<file path="config.mk">
export PLATFORM = sky130hd
export DESIGN_NAME = seq_bcd2bin_converter
export DESIGN_NICKNAME = d
export VERILOG_FILES = /design/src/rtl/seq_bcd2bin_converter.sv
export SDC_FILE = /design/constraint.sdc
export NUM_CORES = 1
export LEC_CHECK = 0
export BUFFER_PORTS_ARGS = -buffer_cell sky130_fd_sc_hd__buf_2
export CAP_MARGIN = 20
export CELL_PAD_IN_SITES_DETAIL_PLACEMENT = 1
export CELL_PAD_IN_SITES_GLOBAL_PLACEMENT = 1
export CORE_MARGIN = 8
export CORE_UTILIZATION = 40
export CTS_BUF_LIST = sky130_fd_sc_hd__clkbuf_4
export CTS_CLUSTER_SIZE = 24
export DETAILED_ROUTE_END_ITERATION = 8
export PLACE_DENSITY = 0.85
export REMOVE_ABC_BUFFERS = 1
export SYNTH_ARGS = -nofsm -noshare
export SYNTH_HDL_FRONTEND = slang
export SYNTH_SLANG_ARGS = --single-unit
</file>
<file path="constraint.sdc">
create_clock -name clk -period 2 [get_ports clk]
set_clock_uncertainty 0.15 [all_clocks]
set_input_delay 0.3 -clock clk [delete_from_list [all_inputs] [get_ports clk]]
set_output_delay 0.3 -clock clk [all_outputs]
set_load 0.1 [all_outputs]
</file>
<file path="src/rtl/seq_bcd2bin_converter.sv">
// Sequential signed BCD-to-binary converter (reverse double-dabble, one bit per cycle).
// Optional macro SEQ_BCD2BIN_SATURATE_EN: saturate bin on overflow instead of wrapping.
module seq_bcd2bin_converter #(
  parameter int unsigned NUM_DIGITS  = 4,
  parameter int unsigned WIDTH       = 16,
  parameter bit          CHECK_PARAM = 1'b1
) (
  input  logic             clk,
  input  logic             rst,
  input  logic             en,
  input  logic             start,
  input  logic             negative,
  input  logic [3:0]       bcd [NUM_DIGITS],
  output logic             busy,
  output logic             done,
  output logic [WIDTH-1:0] bin,
  output logic             invalid,
  output logic             overflow
);

  localparam int unsigned BW = 4 * NUM_DIGITS;
  localparam int unsigned CW = (BW > 1) ? $clog2(BW) : 1;
  localparam int unsigned EW = ((BW > WIDTH) ? BW : WIDTH) + 1;
  localparam logic [CW-1:0] CntLoad = CW'(BW - 1);
  localparam logic [EW-1:0] Lim     = EW'(1) << (WIDTH - 1);

  if (CHECK_PARAM && (NUM_DIGITS == 0 || WIDTH < 2)) begin : g_param_check
    $fatal(1, "seq_bcd2bin_converter: illegal NUM_DIGITS/WIDTH combination");
  end

  typedef enum logic [1:0] {StIdle, StShift, StSign, StDone} state_e;

  state_e            state_q, state_d;
  logic [CW-1:0]     cnt_q, cnt_d;
  logic [BW-1:0]     sbcd_q, sbcd_d;
  logic [BW-1:0]     sbin_q, sbin_d;
  logic              neg_q, neg_d;
  logic              skip_q, skip_d;
  logic              busy_q, busy_d;
  logic              done_q, done_d;
  logic [WIDTH-1:0]  bin_q, bin_d;
  logic              invalid_q, invalid_d;
  logic              overflow_q, overflow_d;

  logic              digit_bad;
  logic [BW-1:0]     bcd_flat;
  logic [BW-1:0]     shifted;
  logic [BW-1:0]     step_bcd;
  logic [EW-1:0]     mag_ext;
  logic              ovf_now;
  logic [WIDTH-1:0]  res;

  always_comb begin
    digit_bad = 1'b0;
    bcd_flat  = '0;
    for (int unsigned i = 0; i < NUM_DIGITS; i++) begin
      bcd_flat[4*i +: 4] = bcd[i];
      if (bcd[i] > 4'd9) digit_bad = 1'b1;
    end
  end

  // One reverse double-dabble step: shift right, then correct any digit that picked up an 8.
  assign shifted = sbcd_q >> 1;
  always_comb begin
    step_bcd = shifted;
    for (int unsigned i = 0; i < NUM_DIGITS; i++) begin
      if (shifted[4*i +: 4] >= 4'd8) step_bcd[4*i +: 4] = shifted[4*i +: 4] - 4'd3;
    end
  end

  assign mag_ext = EW'(sbin_q);

  always_comb begin
    ovf_now = neg_q ? (mag_ext > Lim) : (mag_ext >= Lim);
    res     = neg_q ? WIDTH'(EW'(0) - mag_ext) : WIDTH'(mag_ext);
`ifdef SEQ_BCD2BIN_SATURATE_EN
    if (ovf_now) res = neg_q ? {1'b1, {(WIDTH-1){1'b0}}} : {1'b0, {(WIDTH-1){1'b1}}};
`endif
  end

  always_comb begin
    state_d    = state_q;
    cnt_d      = cnt_q;
    sbcd_d     = sbcd_q;
    sbin_d     = sbin_q;
    neg_d      = neg_q;
    skip_d     = skip_q;
    bin_d      = bin_q;
    invalid_d  = invalid_q;
    overflow_d = overflow_q;
    unique case (state_q)
      StIdle: begin
        if (start) begin
          neg_d      = negative;
          sbcd_d     = bcd_flat;
          sbin_d     = '0;
          cnt_d      = CntLoad;
          invalid_d  = digit_bad;
          overflow_d = 1'b0;
          skip_d     = digit_bad;
          if (digit_bad) bin_d = '0;
          // Invalid operands pass through SIGN as a no-op so done lands one cycle later.
          state_d    = digit_bad ? StSign : StShift;
        end
      end
      StShift: begin
        sbin_d = {sbcd_q[0], sbin_q[BW-1:1]};
        sbcd_d = step_bcd;
        if (cnt_q == '0) begin
          state_d = StSign;
        end else begin
          cnt_d = cnt_q - 1'b1;
        end
      end
      StSign: begin
        if (!skip_q) begin
          overflow_d = ovf_now;
          bin_d      = res;
        end
        state_d = StDone;
      end
      StDone: state_d = StIdle;
      default: state_d = StIdle;
    endcase
    busy_d = (state_d != StIdle);
    done_d = (state_d == StDone);
  end

  always_ff @(posedge clk) begin
    if (rst) begin
      state_q    <= StIdle;
      cnt_q      <= '0;
      sbcd_q     <= '0;
      sbin_q     <= '0;
      neg_q      <= 1'b0;
      skip_q     <= 1'b0;
      busy_q     <= 1'b0;
      done_q     <= 1'b0;
      bin_q      <= '0;
      invalid_q  <= 1'b0;
      overflow_q <= 1'b0;
    end else if (en) begin
      state_q    <= state_d;
      cnt_q      <= cnt_d;
      sbcd_q     <= sbcd_d;
      sbin_q     <= sbin_d;
      neg_q      <= neg_d;
      skip_q     <= skip_d;
      busy_q     <= busy_d;
      done_q     <= done_d;
      bin_q      <= bin_d;
      invalid_q  <= invalid_d;
      overflow_q <= overflow_d;
    end
  end

  assign busy     = busy_q;
  assign done     = done_q;
  assign bin      = bin_q;
  assign invalid  = invalid_q;
  assign overflow = overflow_q;

endmodule

</file>
==> impl_metrics.yaml <==
cells_and_area:
  final_nets: 439
  n_fill_cell: 891
  final_layout_size_suffix_gt1_share_pct: 22.7
  final_common_cell: "dfxtp_1"
  area_delta_synth_final_pct: 21.8
  final_core_util_pct: 50.0
  final_cell_mix: "dfxtp_1, nand2_1, buf_2, nor2_1, buf_4"
  antenna_cells: 0
die:
  fp.dieH_um: 102
  ios: 41
  die_area_sq_mm: 0.0104
  num_rows: 31
  start_util_pct: 41.0
  die_w_um: 102
  core-area_sq_mm: 0.00721
clock_network:
  cts_tree: "done"
  cts-root-buf: "clkbuf_4"
  clockBufferDepth: 2
  htree_num_levels: 3
  cts_buffers: 9
  path_clk_slew_ps: 90
  insertion_delay_ps: 410
  clock_sinks: 59
synth:
  synthArstFlopShare_pct: 0
  synth_cells: 349
  synth-seq-area-share_pct: 39.9
  ys_ff_latch: 59
  synth.yosys.warnings: 0
  syn_avg_cell_area_sq_um: 8.48
  synth_edf_count: 0
  synthFlopType: "dfxtp_1"
  netlist_area_sq_mm: 0.00296
  synth_cell_types: 49
place:
  gp_routability_congestion: 0.868
  io_buffers: 40
  hpwl_mm: 6.25
  place_ws_ps: -38.6
timing:
  hold_viol: 0
  setup_violations: 0
  hold_ws_ps: 19.5
  slew_violations: 0
  max_freq_ghz: 0.516
  fin_crit_ps: 1940
  period_share_pct: 96.9
  slew-limit-headroom_pct: 57.8
  fin_ws_ps: 61.7
  tightest_slew_ps: 631
pwr:
  p_leak_nw: 1.46
  p_total_mw: 2.34
  internal-power_mw: 1.62
  sw_frac_of_total_pct: 30.8
  power_frac_comb_pct: 17.4
  p_clk_share_pct: 28.8
  powerDensity_mw_per_mm2: 650
  switchingPower_mw: 0.722
  p_seq_share_pct: 53.8
  ir_worst_vdd_v: 0.000440
grt:
  grt_pass1_vias: 2945
  grtUsageTotal_pct: 17.0
  grt_pass1_wl_mm: 14.1
  grt.overflow.total: 0
  grt_start_max_net_pins: 28
  antenna_found_initial: 0
setup_path:
  cp.arrival_ps: 2080
  crit_type: "flip-flop to flip-flop"
  endpoint_kind: "flip-flop"
  worstPathRequired_ps: 2150
  startpoint_type: "flip-flop"
  worstPathCellList: "inv_2 > ha_4 > or3b_4 > buf_4 > o31ai_2 > xor2_1 > o32ai_2"
  critPathMaxStageDelay_ps: 370
  crit_fanout: 6
  slowest_stage: "or3b_4"
status:
  status: "complete, no violations"
drt:
  drc: 0
  vias: 2832
  firstDrtPassIters: 5
  wirelength_mm: 8.54
  drtAntennaViolNets: 0
  drt-initial-drc-count: 110
  wl_per_cell_um: 16.6
  viasPerCell: 5.52
job:
  maxCapViolations: 0
worst_hold_path:
  hp-class: "input pin to flip-flop"
[cell usage after synthesis (all sizes together) (3+ instances only)]
| master | instances | area (sq um) |
|---|---|---|
| and4 | 3 | 26.3 |
| dfxtp | 59 | 1180 |
| a22oi | 18 | 135 |
| clkbuf | 16 | 60.1 |
| a21oi | 20 | 100 |
| nand2 | 46 | 173 |
| o221ai | 3 | 26.3 |
| a211oi | 6 | 45.0 |
| or3 | 3 | 20.0 |
| mux2i | 4 | 40.0 |
| nor2 | 31 | 116 |
| a311oi | 6 | 52.6 |
| inv | 14 | 52.6 |
| buf | 7 | 40.0 |
| o211ai | 9 | 67.6 |
| nand2b | 9 | 56.3 |
| xnor2 | 12 | 105 |
| o31ai | 4 | 30.0 |
| nor4 | 3 | 18.8 |
| o41ai | 3 | 45.1 |
| nor3 | 8 | 40.0 |
| xor2 | 6 | 52.6 |
| ha | 8 | 100 |
| a22o | 9 | 78.8 |
| nor2b | 4 | 25.0 |
| o21ai | 14 | 70.1 |
[worst max-delay path: cells and delay by family (launching register included)]
| kind | cells | cell delay (ps) |
|---|---|---|
| DFF | 1 | 360 |
| adders and majority gates | 1 | 120 |
| xor gates and xnor gates | 1 | 220 |
| AOI/OAI and AO/OA | 2 | 350 |
| buffers and inverters | 2 | 250 |
| and+or+nand+nor | 1 | 370 |
[registers in the layout, summed over array words and instances, names as in the netlist, 2 cells and up]
| register | flops |
|---|---|
| sbcd_q | 16 |
| state_q | 2 |
| bin | 16 |
| sbin_q | 16 |
| cnt_q | 4 |
[layout make-up]
cell class | instances | area, sq um | share of cell area, %
multi-input cells | 253 | 1680 | 46.7
clock inverters | 5 | 21.3 | 0.590
inverters | 14 | 52.6 | 1.46
repair buffers | 73 | 463 | 12.8
clock buffers | 10 | 75.1 | 2.08
well taps | 99 | 124 | 3.44
flip-flops and latches | 59 | 1190 | 32.9
[cells by family after synthesis]
| family | after synthesis | share of synthesized area [%] |
|---|---|---|
| muxes | 4 | 1.35 |
| adders and majority gates | 8 | 3.38 |
| DFF | 59 | 39.9 |
| and+or+nand+nor | 118 | 18.9 |
| xor gates and xnor gates | 18 | 5.33 |
| AOI/OAI and AO/OA | 105 | 26.0 |
| buffers and inverters | 37 | 5.16 |
[stage by stage]
step           instances  cell area, sq um  TNS [ps]
2_1_floorplan        326              2860     -6480
3_3_place_gp         491              3380         0
3_5_place_dp         491              3380     -56.8
4_1_cts              512              3550         0
5_1_grt              513              3610     -18.7
6_report             513              3610         0
[routing by layer]
layer	vias up	track usage (%)	routed length (um)
met5	-	0	0
met4	0	5.19	154
met3	12	5.72	445
met2	57	29.8	4130
met1	1378	19.0	3810
li1	1385	-	-
[power groups by stage]
stage | combinational, mW | sequential, mW | clock, mW
floorplan | 0.197 | 1.32 | 0
global placement | 0.373 | 1.29 | 0
detailed placement | 0.387 | 1.29 | 0
CTS | 0.398 | 1.26 | 0.697
global route | 0.450 | 1.27 | 0.750
finish | 0.408 | 1.26 | 0.674
[worst paths after layout]
check | from | to | slack [ps] | depth (start not counted)
setup / recovery | sbin_q[0] | bin[6] | 60 | 7
hold / removal | bcd[15] | sbcd_q[3] | 20 | 3
setup reg to reg | sbin_q[0] | bin[6] | 60 | 7
hold reg to reg | sbcd_q[0] | sbcd_q[0] | 310 | 2
[repair_timing]
item                                    4_1_cts  5_1_grt
hold buffers                                  6        0
pin swaps                                     1        3
endpoints found under the setup margin        3        8
hold endpoints to repair                      6        0
resized for setup                             1       12
setup buffers                                 0        1
(Power assumes the default switching activity.)
